--- src/rtl/crc_serial_param_if.sv ---
// Serial CRC engine bus: message-side strobes in, serial/parallel CRC out.
// With CRC_CHECK_EN defined the bus also carries the residue-match flag crc_ok.
interface crc_serial_param_if #(
    parameter int CRC_W = 16
);
    logic             load;
    logic             d_valid;
    logic             crc_in;
    logic             d_finish;
    logic             crc_out;
    logic             out_valid;
    logic             busy;
    logic [CRC_W-1:0] crc_value;
`ifdef CRC_CHECK_EN
    logic             crc_ok;

    modport master (
        output load, d_valid, crc_in, d_finish,
        input  crc_out, out_valid, busy, crc_value, crc_ok
    );

    modport slave (
        input  load, d_valid, crc_in, d_finish,
        output crc_out, out_valid, busy, crc_value, crc_ok
    );
`else
    modport master (
        output load, d_valid, crc_in, d_finish,
        input  crc_out, out_valid, busy, crc_value
    );

    modport slave (
        input  load, d_valid, crc_in, d_finish,
        output crc_out, out_valid, busy, crc_value
    );
`endif
endinterface

--- src/rtl/crc_serial_param.sv ---
// Parametrised bit-serial CRC generator/checker (non-reflected, MSB-first).
// Message bits are folded in while d_valid is high; d_finish captures the
// final CRC in parallel and shifts it out MSB-first over CRC_W cycles.
// Optional feature macro: CRC_CHECK_EN adds the registered residue flag crc_ok.
module crc_serial_param #(
    parameter int             CRC_W   = 16,
    parameter logic [CRC_W-1:0] POLY    = 16'h1021,
    parameter logic [CRC_W-1:0] INIT    = 16'hFFFF,
    parameter logic [CRC_W-1:0] XOR_OUT = 16'h0000,
    parameter logic [CRC_W-1:0] RESIDUE = 16'h0000
) (
    input  logic                 clk,
    input  logic                 rst,
    crc_serial_param_if.slave    bus
);
    localparam int CNT_W = $clog2(CRC_W) + 1;

    typedef enum logic [1:0] {IDLE, CALC, SHIFT} state_t;

    state_t           state;
    state_t           next_state;
    logic [CRC_W-1:0] crc_reg;
    logic [CRC_W-1:0] shift_reg;
    logic [CRC_W-1:0] crc_next;
    logic [CRC_W-1:0] final_crc;
    logic [CNT_W-1:0] cnt;
    logic             fb;
    logic             shift_done;
    logic             crc_out;
    logic             out_valid;
    logic [CRC_W-1:0] crc_value;

    // One LFSR step for the current input bit; final_crc includes a bit
    // that arrives in the same cycle as d_finish.
    always_comb begin
        fb         = crc_reg[CRC_W-1] ^ bus.crc_in;
        crc_next   = crc_reg;
        if (bus.d_valid) begin
            crc_next = {crc_reg[CRC_W-2:0], 1'b0} ^ (fb ? POLY : '0);
        end
        final_crc  = crc_next ^ XOR_OUT;
        shift_done = (cnt == CNT_W'(CRC_W));
    end

    // Next-state selection: load overrides everything, including a running shift.
    always_comb begin
        next_state = state;
        if (bus.load) begin
            next_state = CALC;
        end else begin
            case (state)
                CALC:    if (bus.d_finish) next_state = SHIFT;
                SHIFT:   if (shift_done)   next_state = IDLE;
                default: next_state = state;
            endcase
        end
    end

    // State register.
    always_ff @(posedge clk or posedge rst) begin
        if (rst) state <= IDLE;
        else     state <= next_state;
    end

    // Datapath: CRC accumulation, capture at finish, and the serial shifter.
    // The first CRC bit is driven straight from the finish cycle so it is
    // valid the cycle after d_finish; cnt counts bits already presented.
    always_ff @(posedge clk or posedge rst) begin
        if (rst) begin
            crc_reg   <= INIT;
            shift_reg <= '0;
            cnt       <= '0;
            crc_out   <= 1'b0;
            out_valid <= 1'b0;
            crc_value <= '0;
        end else if (bus.load) begin
            crc_reg   <= INIT;
            cnt       <= '0;
            crc_out   <= 1'b0;
            out_valid <= 1'b0;
        end else begin
            case (state)
                CALC: begin
                    if (bus.d_finish) begin
                        crc_reg   <= crc_next;
                        crc_value <= final_crc;
                        crc_out   <= final_crc[CRC_W-1];
                        shift_reg <= final_crc << 1;
                        out_valid <= 1'b1;
                        cnt       <= CNT_W'(1);
                    end else if (bus.d_valid) begin
                        crc_reg <= crc_next;
                    end
                end
                SHIFT: begin
                    if (shift_done) begin
                        out_valid <= 1'b0;
                        crc_out   <= 1'b0;
                        cnt       <= '0;
                    end else begin
                        crc_out   <= shift_reg[CRC_W-1];
                        shift_reg <= shift_reg << 1;
                        cnt       <= cnt + CNT_W'(1);
                    end
                end
                default: ;
            endcase
        end
    end

`ifdef CRC_CHECK_EN
    logic crc_ok;

    // Residue flag for checking received message+CRC streams.
    always_ff @(posedge clk or posedge rst) begin
        if (rst)           crc_ok <= 1'b0;
        else if (bus.load) crc_ok <= 1'b0;
        else               crc_ok <= (state == CALC) && (crc_reg == RESIDUE);
    end

    assign bus.crc_ok = crc_ok;
`endif

    assign bus.crc_out   = crc_out;
    assign bus.out_valid = out_valid;
    assign bus.crc_value = crc_value;
    assign bus.busy      = (state != IDLE);

endmodule

--- src/flat_wrapper.sv ---
// flat-port wrapper written by rule: the top's interface ports become plain ports
module crc_serial_param_flat 
#(
    parameter int             CRC_W   = 16,
    parameter logic [CRC_W-1:0] POLY    = 16'h1021,
    parameter logic [CRC_W-1:0] INIT    = 16'hFFFF,
    parameter logic [CRC_W-1:0] XOR_OUT = 16'h0000,
    parameter logic [CRC_W-1:0] RESIDUE = 16'h0000
)
  (clk, rst, bus_load, bus_d_valid, bus_crc_in, bus_d_finish, bus_crc_out, bus_out_valid, bus_busy, bus_crc_value);
  crc_serial_param_if #(.CRC_W(CRC_W)) bus_i ();
  input  logic clk;
  input  logic rst;
  input wire logic [$bits(bus_i.load)-1:0] bus_load;
  input wire logic [$bits(bus_i.d_valid)-1:0] bus_d_valid;
  input wire logic [$bits(bus_i.crc_in)-1:0] bus_crc_in;
  input wire logic [$bits(bus_i.d_finish)-1:0] bus_d_finish;
  output wire logic [$bits(bus_i.crc_out)-1:0] bus_crc_out;
  output wire logic [$bits(bus_i.out_valid)-1:0] bus_out_valid;
  output wire logic [$bits(bus_i.busy)-1:0] bus_busy;
  output wire logic [$bits(bus_i.crc_value)-1:0] bus_crc_value;
  assign bus_i.load = bus_load;
  assign bus_i.d_valid = bus_d_valid;
  assign bus_i.crc_in = bus_crc_in;
  assign bus_i.d_finish = bus_d_finish;
  assign bus_crc_out = bus_i.crc_out;
  assign bus_out_valid = bus_i.out_valid;
  assign bus_busy = bus_i.busy;
  assign bus_crc_value = bus_i.crc_value;
  crc_serial_param #(.CRC_W(CRC_W), .POLY(POLY), .INIT(INIT), .XOR_OUT(XOR_OUT), .RESIDUE(RESIDUE)) u_core (.clk(clk), .rst(rst), .bus(bus_i));
endmodule
--- config.mk ---
export PLATFORM = sky130hd
export DESIGN_NAME = crc_serial_param_flat
export DESIGN_NICKNAME = d
export VERILOG_FILES = /design/src/rtl/crc_serial_param_if.sv /design/src/rtl/crc_serial_param.sv /design/src/flat_wrapper.sv
export SDC_FILE = /design/constraint.sdc
export NUM_CORES = 1
export LEC_CHECK = 0
export ABC_AREA = 1
export CORE_MARGIN = 1
export CORE_UTILIZATION = 61
export CTS_BUF_LIST = sky130_fd_sc_hd__clkbuf_8 sky130_fd_sc_hd__clkbuf_16
export DETAILED_ROUTE_END_ITERATION = 10
export GPL_TIMING_DRIVEN = 0
export HOLD_SLACK_MARGIN = 0.06
export PLACE_DENSITY = 0.94
export SKIP_CTS_REPAIR_TIMING = 1
export SLEW_MARGIN = 20
export SYNTH_ARGS = -nofsm -noshare
export SYNTH_HDL_FRONTEND = slang
export SYNTH_SLANG_ARGS = --single-unit
--- constraint.sdc ---
create_clock -name clk -period 3.2 [get_ports clk]
set_input_delay 0.48 -clock clk [delete_from_list [all_inputs] [get_ports clk]]
set_output_delay 0.48 -clock clk [all_outputs]
set_load 0.02 [all_outputs]
Word level (Yosys, flattened, before mapping) --
Index checks and enable logic that the tools add are counted.
Storage, ports and cells: memories kept 0, output and inout port bits 19, memory bits (writable) 0, flip-flop bits (word level) 57, ROM bits 0, word-level logic and storage cells 53, bits in latches 0
Cells by class: shift-type cells 0, reductions and logical operators 10, multiply operators 0, bitwise gates (word level) 3, equal/unequal tests 7, muxes and demuxes 25, $add $sub $neg 1, $lt $le $gt $ge 0, div/mod/pow operators 0
Operator list (number):
- $mux 16 | 7
- $pmux 16 s2 | 1
- $xor 16x16->16 | 1
- $mux 5 | 3
- $mux 13 | 1
- $pmux 5 s2 | 1
- $mux 1 | 6
- $mux 2 | 3
- $reduce_and 3->1 | 2
- $reduce_bool 2->1 | 3
- $reduce_bool 3->1 | 2
- $add 5x1->5 const B | 1
- $eq 5x5->1 const B | 1
- $ne 2x2->1 const B | 2
- $pmux 1 s2 | 2
- $pmux 2 s2 | 1
- $reduce_and 2->1 | 2
- $reduce_and 4->1 | 1
- $ne 3x2->1 const B | 1
- $ne 3x3->1 const B | 1
- $eq 2x1->1 const B | 1
- $eq 2x2->1 const B | 1
- $not 1->1 | 1
- $xor 1x1->1 | 1

Longest topological paths before layout --
depth after elaboration 8, depth in mapped cells 9, mapped depth without buffers 8

Worst setup path before layout --
OpenSTA, ideal clock, no wires.
path type register to register, from reg, netlist name u_core.bus.out_valid, to reg u_core.shift_reg[15], library setup time 117 ps, clock period less this slack 1356 ps, data required time 3083 ps, arrival time 1240 ps, slack 1844 ps, cell stages (with the launch flop) 9, cells stage by stage dfrtp_1 > inv_2 > nor2_4 > nand2_1 > nand2_2 > nand2_4 > buf_4 > nand2_1 > nand2_1
RTL lines:
- end signal: assignment | line crc_serial_param.sv:88 | shift_reg <= final_crc << 1;
- end signal: assignment | line crc_serial_param.sv:102 | shift_reg <= shift_reg << 1;
- end: declaration | line crc_serial_param.sv:23 | logic [CRC_W-1:0] shift_reg;

==> summary.md <==
| Metric | Value |
|---|---|
| Cts bufs inserted | 5 |
| Post-synth top flop | sky130_fd_sc_hd__dfrtp_1 |
| Clock slew seen by the registers of the worst setup and hold paths | 0.10 ns |
| Transition at the pin with the smallest max-transition slack | 0.561 ns |
| Highest clock frequency the design can meet | 503 MHz |
| Fraction of post-synthesis cell area in the top cell type by area | 37.1% |
| CP max stage delay | 0.59 ns |
| Distinct cell type count after synthesis | 26 |
| Area contributors post-synth | sky130_fd_sc_hd__dfrtp_1, sky130_fd_sc_hd__dfstp_2, sky130_fd_sc_hd__nand2_1 |
| Minimum setup slack after placement | 0.942 ns |
| Share of synthesized area occupied by flip-flops and latches | 53.1% |
| Hold Path End | u_core.shift_reg[1] |
| Normalized max-slew margin | 62.3% |
| Drt wl/cell | 15.1 um |
| Highest-delay cell along the critical path | sky130_fd_sc_hd__clkdlybuf4s50_1 |
| Height of the chip | 67.7 um |
| Overall die area | 0.00458 mm^2 |
| Yosys warnings | 0 |
| Total area of multi-input combinational cells | 0.00102 mm^2 |
| Launching element type of the critical path | flip-flop |
| Setup_tns | 0 ns |
| Via count | 2314 |
| Unrepaired setup endpoints after global routing | no |
| Fill cells | 284 |
| Commonest cells in the synthesized netlist | sky130_fd_sc_hd__nand2_1, sky130_fd_sc_hd__o21ai_0, sky130_fd_sc_hd__dfrtp_1, sky130_fd_sc_hd__inv_1, sky130_fd_sc_hd__nor2_1 |
| Netlist area before placement | 0.00263 mm^2 |
| Worst hold path cell count | 2 |
| Max H-tree Level | 2 |
| Register-to-register path setup slack | 1.58 ns |
| Avg Vias per Cell | 5.67 |
| Final estimated routing congestion in global placement | 0.807 |
| Capturing point of the worst reg2reg path | u_core.crc_reg[6] |
| Reg2reg start | u_core.state[0] |
| Root buf cell | sky130_fd_sc_hd__clkbuf_8 |
| Final WL | 6.14 mm |
| Final critical-path share of the clock period | 62.1% |
| Buffers on Ports | 24 |
| Crit Path Class | reg -> out |
| Data required, critical path | 2.72 ns |
| Run status | completed |
| Synthesized netlist net count | 333 |
| Largest net degree at the start of global routing | 32 |
| Biggest area consumer among synthesized cells | sky130_fd_sc_hd__dfrtp_1 |
| Global-route wire length before repair | 9.97 mm |
| Buffer levels on the longest clock path | 2 |
| P per Cell Area | 612 mW/mm^2 |
| Antenna diode instance count | 0 |
| Reported max-cap violation count | 0 |
| Hold Vio Cnt, Final | 0 |
| Via count of the first global-routing pass | 2169 |
| Iter 0 DRT Violations | 172 |
| Number of detailed-routing iterations run before antenna repair | 5 |
| Chip Width | 67.7 um |
| Largest fanout on the critical path | 4 |
| Total DRC errors in the routed layout | 0 |
| Final worst slack | 1.21 ns |
| Final setup violation count | 0 |
| Class of the tightest hold or removal check | reg -> reg |
| Cell count after synthesis | 325 |
| Dominant cell by count in the synthesized netlist | sky130_fd_sc_hd__nand2_1 |
| Worst-Skew Late Latency | 0.32 ns |
| HPWL after detailed placement | 4.16 mm |
| Crit end category | output pin |
| R2r worst-path depth | 5 |
| Count of nets left with antenna violations after detail routing | 0 |
| Slew Viols, Final | 0 |
| Total routing resource utilization after global routing | 30.2% |
| Cell Rows | 23 |
| Lkg Pwr | 0.00155 uW |
| Arrival time of the worst setup path | 1.51 ns |
| Io pins | 25 |
| Maximum ir drop on the vdd rail | 0.335 mV |
| Cell Chain, Critical Path | inv_2 > nand2_1 > clkdlybuf4s50_1 |
| Number of antenna violations at the first check in global routing | 0 |
| Share of cells above drive strength 1 | 12.3% |
| Fin crit period | 1.99 ns |
| #FFs+latches synth | 55 |
| CTS tree | built |
| Async SR Flop Fraction | 100% |
| Number of enable flip-flop cells after synthesis | 0 |
| GRT Residual Overflow | 0 |
| Maximum clock skew at final layout | 0.0101 ns |
| Hold wc startpoint | u_core.shift_reg[1] |
| Growth of design area from synthesis to finish | 16.6% |
| Area of the core | 0.00406 mm^2 |
| Number of nets at the end of the flow | 365 |
| Num Clock Sinks | 55 |
| Average cell area after synthesis | 8.10 um^2 |
| Sequential Area | 0.00140 mm^2 |
| Initial core utilization | 64.8% |
[per-layer routing]
layer	GRT usage [%]	routed length [um]	vias up
met5	0	0	-
met4	15.2	187	0
met2	48.3	2970	99
met3	8.45	388	19
li1	-	-	1105
met1	37.2	2600	1091
[power by group]
group	internal, uW	total (uW)	switching (uW)
Combinational	201	491	290
Sequential	834	905	70.8
Clock	236	483	246
[placed cells by master (no fill, tap or decap), drive strengths merged]
master / instances
nand4: 1
clkbuf: 10
dfrtp: 39
a21oi: 1
buf: 9
nor2: 20
o21ai: 48
nand2: 112
dfstp: 16
a31oi: 2
o22ai: 1
a22oi: 13
ha: 2
clkdlybuf4s50: 24
clkinvlp: 1
inv: 39
bufinv: 1
clkinv: 1
and3: 1
nand3: 17
[layout make-up]
| class | instances | share of cell area [%] |
|---|---|---|
| clock inverters | 3 | 1.51 |
| inverters | 39 | 4.85 |
| clock buffers | 5 | 2.24 |
| repair buffers | 25 | 8.48 |
| plain buffers | 13 | 2.28 |
| flip-flops and latches | 55 | 45.5 |
| well taps | 50 | 2.04 |
| multi-input cells | 218 | 33.1 |
[per-stage QoR]
step                      cells  util, %  power, uW  hold slack, ns  instance area (um^2)
final                       408     75.6       1880           0.489                  3070
after global routing        408     75.6       1970           0.503                  3070
after CTS                   408     75.6       1870           0.491                  3070
after detailed placement    400     72.8       1400           0.466                  2950
after global placement      399     72.3       1370           0.455                  2930
after floorplan             325        -       1200           0.442                  2630
[logic make-up (layout without fill, tap and decap cells)]
| group | Yosys count | after routing | share of synthesized area (%) |
|---|---|---|---|
| fa+ha+maj | 2 | 2 | 0.951 |
| flops | 55 | 55 | 53.1 |
| buf+inv | 52 | 85 | 8.32 |
| compound gates | 65 | 65 | 13.7 |
| simple gates | 151 | 151 | 23.9 |
[critical path, delay by kind of cell (launching register included)]
kind                   cells  cell delay [ns]
and+or+nand+nor            1             0.07
DFF                        1             0.44
buffers and inverters      2             0.68
[worst max-delay path by stage]
stage                              start                  end  slack, ns  depth (start not counted)
CTS                 u_core.bus.out_valid             bus_busy       1.20                          3
global placement                     rst  u_core.shift_reg[2]       0.47                          2
detailed placement           bus_d_valid   u_core.bus.crc_out       0.94                          6
floorplan                            rst   u_core.bus.crc_out       1.40                          1
global route        u_core.bus.out_valid             bus_busy       1.12                          3
finish              u_core.bus.out_valid             bus_busy       1.21                          3
Power figures use the tool's default switching activity.
